==> config.mk <==
export PLATFORM = sky130hd
export DESIGN_NAME = sdram_req_arb_flat
export DESIGN_NICKNAME = d
export VERILOG_FILES = /design/src/rtl/sdram_arb_pkg.sv /design/src/rtl/sdram_req_arb_if.sv /design/src/rtl/sdram_rr_pick.sv /design/src/rtl/sdram_req_arb.sv /design/src/flat_wrapper.sv
export SDC_FILE = /design/constraint.sdc
export NUM_CORES = 1
export LEC_CHECK = 0
export CAP_MARGIN = 20
export CORE_MARGIN = 3
export CORE_UTILIZATION = 39
export CTS_CLUSTER_DIAMETER = 100
export CTS_CLUSTER_SIZE = 10
export DETAILED_ROUTE_END_ITERATION = 7
export PLACE_DENSITY = 0.78
export SLEW_MARGIN = 40
export SYNTH_ARGS = -nofsm -noshare
export SYNTH_HDL_FRONTEND = slang
export SYNTH_SLANG_ARGS = --single-unit
==> constraint.sdc <==
create_clock -name clk -period 4.13 [get_ports clk]
set_input_delay 0.826 -clock clk [delete_from_list [all_inputs] [get_ports clk]]
set_output_delay 0.826 -clock clk [all_outputs]
set_load 0.03 [all_outputs]
==> src/rtl/sdram_arb_pkg.sv <==
// Shared types, widths and the round-robin/priority winner function used by
// the SDRAM request arbiter and the sprite-fetch scheduler.
package sdram_arb_pkg;

   localparam int MAX_NREQ = 8;
   localparam int GW       = 3;
   localparam int DW       = 16;
   localparam int DSW      = 2;

   typedef enum logic [1:0] {
      IDLE,
      WAIT,
      HOLD
   } arb_state_t;

   // Walk downward from the farthest candidate so the nearest valid index after
   // 'last' overwrites the rest; k == nreq lands back on 'last' as the fallback.
   function automatic logic [GW-1:0] rr_pick(
      input logic [MAX_NREQ-1:0] valid,
      input logic [GW-1:0]       last,
      input int                  nreq,
      input logic                prio0
   );
      logic [GW-1:0] pick;
      logic [GW:0]   idx;
      pick = last;
      for (int k = MAX_NREQ; k >= 1; k--) begin
         if (k <= nreq) begin
            idx = {1'b0, last} + (GW+1)'(k);
            if (idx >= (GW+1)'(nreq)) idx = idx - (GW+1)'(nreq);
            if (valid[idx[GW-1:0]]) pick = idx[GW-1:0];
         end
      end
      if (prio0 && valid[0]) pick = '0;
      return pick;
   endfunction

endpackage

==> src/rtl/sdram_req_arb_if.sv <==
// Requester bus plus toggle-handshake SDRAM port of the arbiter.
// master = arbiter side, slave = requesters and SDRAM controller side.
interface sdram_req_arb_if #(
   parameter int NREQ = 3,
   parameter int AW   = 23
);
   logic [NREQ-1:0]    req_valid;
   logic [NREQ-1:0]    req_we;
   logic [NREQ*AW-1:0] req_a;
   logic [NREQ*2-1:0]  req_ds;
   logic [NREQ*16-1:0] req_d;
   logic [NREQ-1:0]    done;
   logic [15:0]        rd_q;
   logic               busy;

   logic               port_req;
   logic               port_ack;
   logic               port_we;
   logic [AW-1:0]      port_a;
   logic [1:0]         port_ds;
   logic [15:0]        port_d;
   logic [15:0]        port_q;

   modport master (
      input  req_valid, req_we, req_a, req_ds, req_d, port_ack, port_q,
      output done, rd_q, busy, port_req, port_we, port_a, port_ds, port_d
   );

   modport slave (
      output req_valid, req_we, req_a, req_ds, req_d, port_ack, port_q,
      input  done, rd_q, busy, port_req, port_we, port_a, port_ds, port_d
   );
endinterface

==> src/rtl/sdram_rr_pick.sv <==
// Combinational round-robin selector with optional strict priority for index 0.
module sdram_rr_pick
   import sdram_arb_pkg::*;
#(
   parameter int NREQ  = 3,
   parameter int PRIO0 = 1
)(
   input  logic [NREQ-1:0] i_valid,
   input  logic [GW-1:0]   i_last,
   output logic [GW-1:0]   o_winner,
   output logic            o_any
);

   logic [MAX_NREQ-1:0] w_validExt;

   always_comb begin
      w_validExt               = '0;
      w_validExt[NREQ-1:0]     = i_valid;
      o_winner                 = rr_pick(w_validExt, i_last, NREQ, PRIO0 != 0);
      o_any                    = |i_valid;
   end

endmodule

==> src/rtl/sdram_req_arb.sv <==
// Shares one toggle-handshake SDRAM request port between NREQ level requesters.
// Define SDRAM_REQ_ARB_POSTWR_EN to acknowledge writes at grant instead of at ack.
module sdram_req_arb
   import sdram_arb_pkg::*;
#(
   parameter int NREQ  = 3,
   parameter int AW    = 23,
   parameter int PRIO0 = 1
)(
   input logic              clk,
   input logic              init_n,
   sdram_req_arb_if.master  bus
);

   arb_state_t       r_state;
   logic [GW-1:0]    r_grant;
   logic [GW-1:0]    r_lastGrant;
   logic [NREQ-1:0]  r_done;
   logic [DW-1:0]    r_rdQ;
   logic             r_portReq;
   logic             r_portWe;
   logic [AW-1:0]    r_portA;
   logic [DSW-1:0]   r_portDs;
   logic [DW-1:0]    r_portD;

   logic [GW-1:0]    w_winner;
   logic             w_any;
   logic [NREQ-1:0]  w_grantOh;
   logic             w_selWe;
   logic [AW-1:0]    w_selA;
   logic [DSW-1:0]   w_selDs;
   logic [DW-1:0]    w_selD;
`ifdef SDRAM_REQ_ARB_POSTWR_EN
   logic [NREQ-1:0]  w_winOh;
   logic             r_posted;
`endif

   sdram_rr_pick #(
      .NREQ  (NREQ),
      .PRIO0 (PRIO0)
   ) u_pick (
      .i_valid  (bus.req_valid),
      .i_last   (r_lastGrant),
      .o_winner (w_winner),
      .o_any    (w_any)
   );

   // Mux the winner's request fields and decode grant indices to one-hot.
   always_comb begin
      w_selWe   = 1'b0;
      w_selA    = '0;
      w_selDs   = '0;
      w_selD    = '0;
      w_grantOh = '0;
`ifdef SDRAM_REQ_ARB_POSTWR_EN
      w_winOh   = '0;
`endif
      for (int i = 0; i < NREQ; i++) begin
         w_grantOh[i] = (r_grant == GW'(i));
`ifdef SDRAM_REQ_ARB_POSTWR_EN
         w_winOh[i]   = (w_winner == GW'(i));
`endif
         if (w_winner == GW'(i)) begin
            w_selWe = bus.req_we[i];
            w_selA  = bus.req_a[i*AW +: AW];
            w_selDs = bus.req_ds[i*DSW +: DSW];
            w_selD  = bus.req_d[i*DW +: DW];
         end
      end
   end

   // HOLD gives the finished requester a cycle to drop valid before re-arbitration.
   always_ff @(posedge clk or negedge init_n) begin
      if (!init_n) begin
         r_state     <= IDLE;
         r_grant     <= '0;
         r_lastGrant <= GW'(NREQ-1);
         r_done      <= '0;
         r_rdQ       <= '0;
         r_portReq   <= 1'b0;
         r_portWe    <= 1'b0;
         r_portA     <= '0;
         r_portDs    <= '0;
         r_portD     <= '0;
`ifdef SDRAM_REQ_ARB_POSTWR_EN
         r_posted    <= 1'b0;
`endif
      end else begin
         r_done <= '0;
         case (r_state)
            IDLE: begin
               if (w_any) begin
                  r_grant   <= w_winner;
                  r_portWe  <= w_selWe;
                  r_portA   <= w_selA;
                  r_portDs  <= w_selDs;
                  r_portD   <= w_selD;
                  r_portReq <= ~r_portReq;
                  r_state   <= WAIT;
`ifdef SDRAM_REQ_ARB_POSTWR_EN
                  r_posted  <= w_selWe;
                  if (w_selWe) r_done <= w_winOh;
`endif
               end
            end
            WAIT: begin
               if (bus.port_ack == r_portReq) begin
                  if (!r_portWe) r_rdQ <= bus.port_q;
`ifdef SDRAM_REQ_ARB_POSTWR_EN
                  if (!r_posted) r_done <= w_grantOh;
`else
                  r_done <= w_grantOh;
`endif
                  r_lastGrant <= r_grant;
                  r_state     <= HOLD;
               end
            end
            HOLD:    r_state <= IDLE;
            default: r_state <= IDLE;
         endcase
      end
   end

   assign bus.done     = r_done;
   assign bus.rd_q     = r_rdQ;
   assign bus.busy     = (r_state != IDLE);
   assign bus.port_req = r_portReq;
   assign bus.port_we  = r_portWe;
   assign bus.port_a   = r_portA;
   assign bus.port_ds  = r_portDs;
   assign bus.port_d   = r_portD;

endmodule

==> src/flat_wrapper.sv <==
// flat-port wrapper written by rule: the top's interface ports become plain ports
module sdram_req_arb_flat import sdram_arb_pkg::*;
#(
   parameter int NREQ  = 3,
   parameter int AW    = 23,
   parameter int PRIO0 = 1
)
  (clk, init_n, bus_req_valid, bus_req_we, bus_req_a, bus_req_ds, bus_req_d, bus_port_ack, bus_port_q, bus_done, bus_rd_q, bus_busy, bus_port_req, bus_port_we, bus_port_a, bus_port_ds, bus_port_d);
  sdram_req_arb_if #(.NREQ(NREQ), .AW(AW)) bus_i ();
  input logic clk;
  input logic init_n;
  input wire logic [$bits(bus_i.req_valid)-1:0] bus_req_valid;
  input wire logic [$bits(bus_i.req_we)-1:0] bus_req_we;
  input wire logic [$bits(bus_i.req_a)-1:0] bus_req_a;
  input wire logic [$bits(bus_i.req_ds)-1:0] bus_req_ds;
  input wire logic [$bits(bus_i.req_d)-1:0] bus_req_d;
  input wire logic [$bits(bus_i.port_ack)-1:0] bus_port_ack;
  input wire logic [$bits(bus_i.port_q)-1:0] bus_port_q;
  output wire logic [$bits(bus_i.done)-1:0] bus_done;
  output wire logic [$bits(bus_i.rd_q)-1:0] bus_rd_q;
  output wire logic [$bits(bus_i.busy)-1:0] bus_busy;
  output wire logic [$bits(bus_i.port_req)-1:0] bus_port_req;
  output wire logic [$bits(bus_i.port_we)-1:0] bus_port_we;
  output wire logic [$bits(bus_i.port_a)-1:0] bus_port_a;
  output wire logic [$bits(bus_i.port_ds)-1:0] bus_port_ds;
  output wire logic [$bits(bus_i.port_d)-1:0] bus_port_d;
  assign bus_i.req_valid = bus_req_valid;
  assign bus_i.req_we = bus_req_we;
  assign bus_i.req_a = bus_req_a;
  assign bus_i.req_ds = bus_req_ds;
  assign bus_i.req_d = bus_req_d;
  assign bus_i.port_ack = bus_port_ack;
  assign bus_i.port_q = bus_port_q;
  assign bus_done = bus_i.done;
  assign bus_rd_q = bus_i.rd_q;
  assign bus_busy = bus_i.busy;
  assign bus_port_req = bus_i.port_req;
  assign bus_port_we = bus_i.port_we;
  assign bus_port_a = bus_i.port_a;
  assign bus_port_ds = bus_i.port_ds;
  assign bus_port_d = bus_i.port_d;
  sdram_req_arb #(.NREQ(NREQ), .AW(AW), .PRIO0(PRIO0)) u_core (.clk(clk), .init_n(init_n), .bus(bus_i));
endmodule
==> impl_metrics.ini <==
[placed_design]
numPortBuffers = 210
place.gp.congestion = 0.962
dpl.hpwl_um = 9960

[timing]
relSlewSlack = 0.554
skew_ps = 10.6
maxSlewViolCount = 0
fmax_mhz = 270
setup_violations = 0
worstMarginPinSlew_ps = 669
fin_hold_ws_ps = 495
fin_crit_sh = 0.895
rsz0062_at_grt = false
fin_crit_ps = 3700
fin_tns_setup_ps = 0
final_hold_viol_count = 0

[clocking]
hold_buffers = 0
cts_resized = 0
cts_setup_buffers = 0
path_clk_slew_ps = 80
cts.sinks = 70
cts_tree = done
clock_latency_ps = 350
cts_max_level = 3
cts-root-buf = clkbuf_8
clock_path_buffers = 2
cts_made_buffers = 9

[synthesis]
synth_fa_ha_area_frac = 0.0262
synth_warnings = 0
synth_edf_count = 0
ys_seq_area_frac = 0.417
syn_area_um2 = 4200
synth_cells = 382
synth_top_family_by_area = compound AO/OA/AOI/OAI gates
ys_ff_latch = 70
synthSimpleGateAreaFrac = 0.101
ys_top_cells_by_count = dfrtp_1 (69), nand2_1 (53), inv_1 (48)
synthTopCellsByArea = dfrtp_1 (41%), o221ai_2 (14%), mux2i_1 (10%), mux2_2 (5.1%), nand2_1 (4.7%)
yosys.area.top_type = dfrtp_1
ys_types = 44
yosys.cell_count.top_type = dfrtp_1
postSynthAreaPerCell_um2 = 11.0
synthMuxAreaShare = 0.159
synth-xor-area-share = 0.0122
ys_async_sr_fraction = 1.00
syn_nets = 538
netlist.area_leader.share = 0.411
synth_ff_type = dfrtp_1
synth_compound_area_frac = 0.200

[layout]
fin_util = 0.641
fillCellCount = 859
diodes = 0
fin_nets = 753
layout-drive-gt1-share = 0.173
syn_to_final_growth_pct = 58.9

[hold_path]
min_path_type = flip-flop to flip-flop

[floorplan]
die_x_um = 110
ios = 211
die_y_um = 110
row_count = 37
start_util = 0.403
die_area_um2 = 12100
coreArea_um2 = 10400

[pwr]
power_uw = 4960
p_per_area_nw_per_um2 = 743
leakagePower_uw = 0.00303
peakVddDrop_mv = 0.424

[detailed_routing]
drt_first_pass_iters = 4
vias_per_cell = 5.08
vias = 3744
ant_nets = 0
wirelength_um = 13100
wl_per_cell_um = 17.7
drt_iter0_markers = 161
drc_errors = 0

[setup_path]
startpoint_type = flip-flop
cp_slowest_stage_delay_ps = 610
path_cells = inv_1 > ha_1 > nand2b_1 > a2111oi_0 > nor2b_1 > a221oi_2 > mux2_4 > a221oi_4 > buf_12 > mux2i_1 > o221ai_2
arrival_ps = 3920
endpoint_kind = flip-flop
worst-endpoint-required_ps = 4350
crit_fanout = 22
path_class = flip-flop to flip-flop
cp_slowest_cell = dfstp_2

[flow_run]
drv_cap = 0

[grt]
antenna_found_initial = 0
grt_max_degree = 71
grt.overflow.total = 0
grt_pass1_wl_um = 20100
grt_pass1_vias = 4025
track_usage = 0.216

[status]
status = finished, final reports clean
-- sequential cells by signal (all words and copies together), names as in the netlist --
register             count
u_core.r_grant           3
u_core.r_lastGrant       3
u_core.bus.port_req      1
u_core.bus.done          3
u_core.bus.port_a       23
u_core.bus.port_we       1
u_core.bus.rd_q         16
u_core.bus.port_d       16
u_core.r_state           2
u_core.bus.port_ds       2
-- worst paths after layout --
check,startpoint,to,slack [ps],cells past startpoint
hold reg to reg,u_core.bus.port_a[18],u_core.bus.port_a[18],490,2
setup reg to reg,u_core.r_lastGrant[1],u_core.bus.port_a[20],430,11
max in group asynchronous,init_n,u_core.bus.port_a[3],3070,2
min in group asynchronous,init_n,u_core.bus.port_a[14],560,2
setup / recovery,u_core.r_lastGrant[1],u_core.bus.port_a[20],430,11
hold / removal,u_core.bus.port_a[18],u_core.bus.port_a[18],490,2
-- metal layers --
| layer | routed length, µm | vias up | global-route usage | part of all wire |
|---|---|---|---|---|
| met3 | 1100 | 24 | 0.0658 | 0.085 |
| li1 | - | 1782 | - | - |
| met2 | 6530 | 149 | 0.370 | 0.50 |
| met4 | 370 | 0 | 0.0864 | 0.028 |
| met5 | 0 | - | 0 | 0 |
| met1 | 5060 | 1789 | 0.250 | 0.39 |
-- placed cells by master (no fill, tap or decap), drive strengths merged, types with 3 or more instances in the layout --
master and instances:
clkdlybuf4s50 209, dfrtp 69, nand2 53, inv 49, mux2i 44, o221ai 44
mux2 20, buf 18, o21ai 10, clkbuf 10, nor2 8, ha 8
nor2b 5, a21oi 5, nor4 4, nor3 4, nand2b 4, xnor2 4
a21o 3, or2 3
-- metrics by stage --
step,cells,setup slack (ps),area [µm²]
6_report,737,433,6670
5_1_grt,737,146,6670
4_1_cts,737,406,6670
3_5_place_dp,722,272,6480
3_3_place_gp,722,347,6470
2_1_floorplan,382,801,4200
-- cell type report --
type / count / area [µm²] / share of cell area
inverter: 48 / 180 / 0.0270
tap: 136 / 170 / 0.0255
timing repair buffer: 227 / 2270 / 0.340
multi-input combinational: 241 / 2110 / 0.316
clock buffer: 10 / 138 / 0.0206
sequential: 70 / 1750 / 0.263
clock inverter: 5 / 58.8 / 0.00881
-- critical path, delay by kind of cell (launching register included) --
kind	cells	cell delay [ps]
adders and majority gates	1	370
AOI/OAI and AO/OA	4	1250
buffers and inverters	2	400
and+or+nand+nor	2	290
DFF	1	610
muxes	2	630
-- cell families (layout without fill, tap and decap cells) --
kind of cell / count (synthesis) / in the layout
AO/OA/AOI/OAI: 73 / 73
XOR/XNOR: 5 / 5
adder cells (fa/ha/maj): 9 / 9
buffers and inverters: 71 / 290
flip-flops: 70 / 70
multiplexers: 64 / 64
AND/OR/NAND/NOR: 90 / 90
-- where the power goes --
| part | leakage, µW | switching (µW) | internal [µW] |
|---|---|---|---|
| Sequential | 0.000866 | 185 | 1010 |
| Clock | 0.0000948 | 276 | 293 |
| Combinational | 0.00207 | 1750 | 1440 |
| Total | 0.00303 | 2210 | 2740 |
No activity file was read; power rests on OpenSTA's default activity.
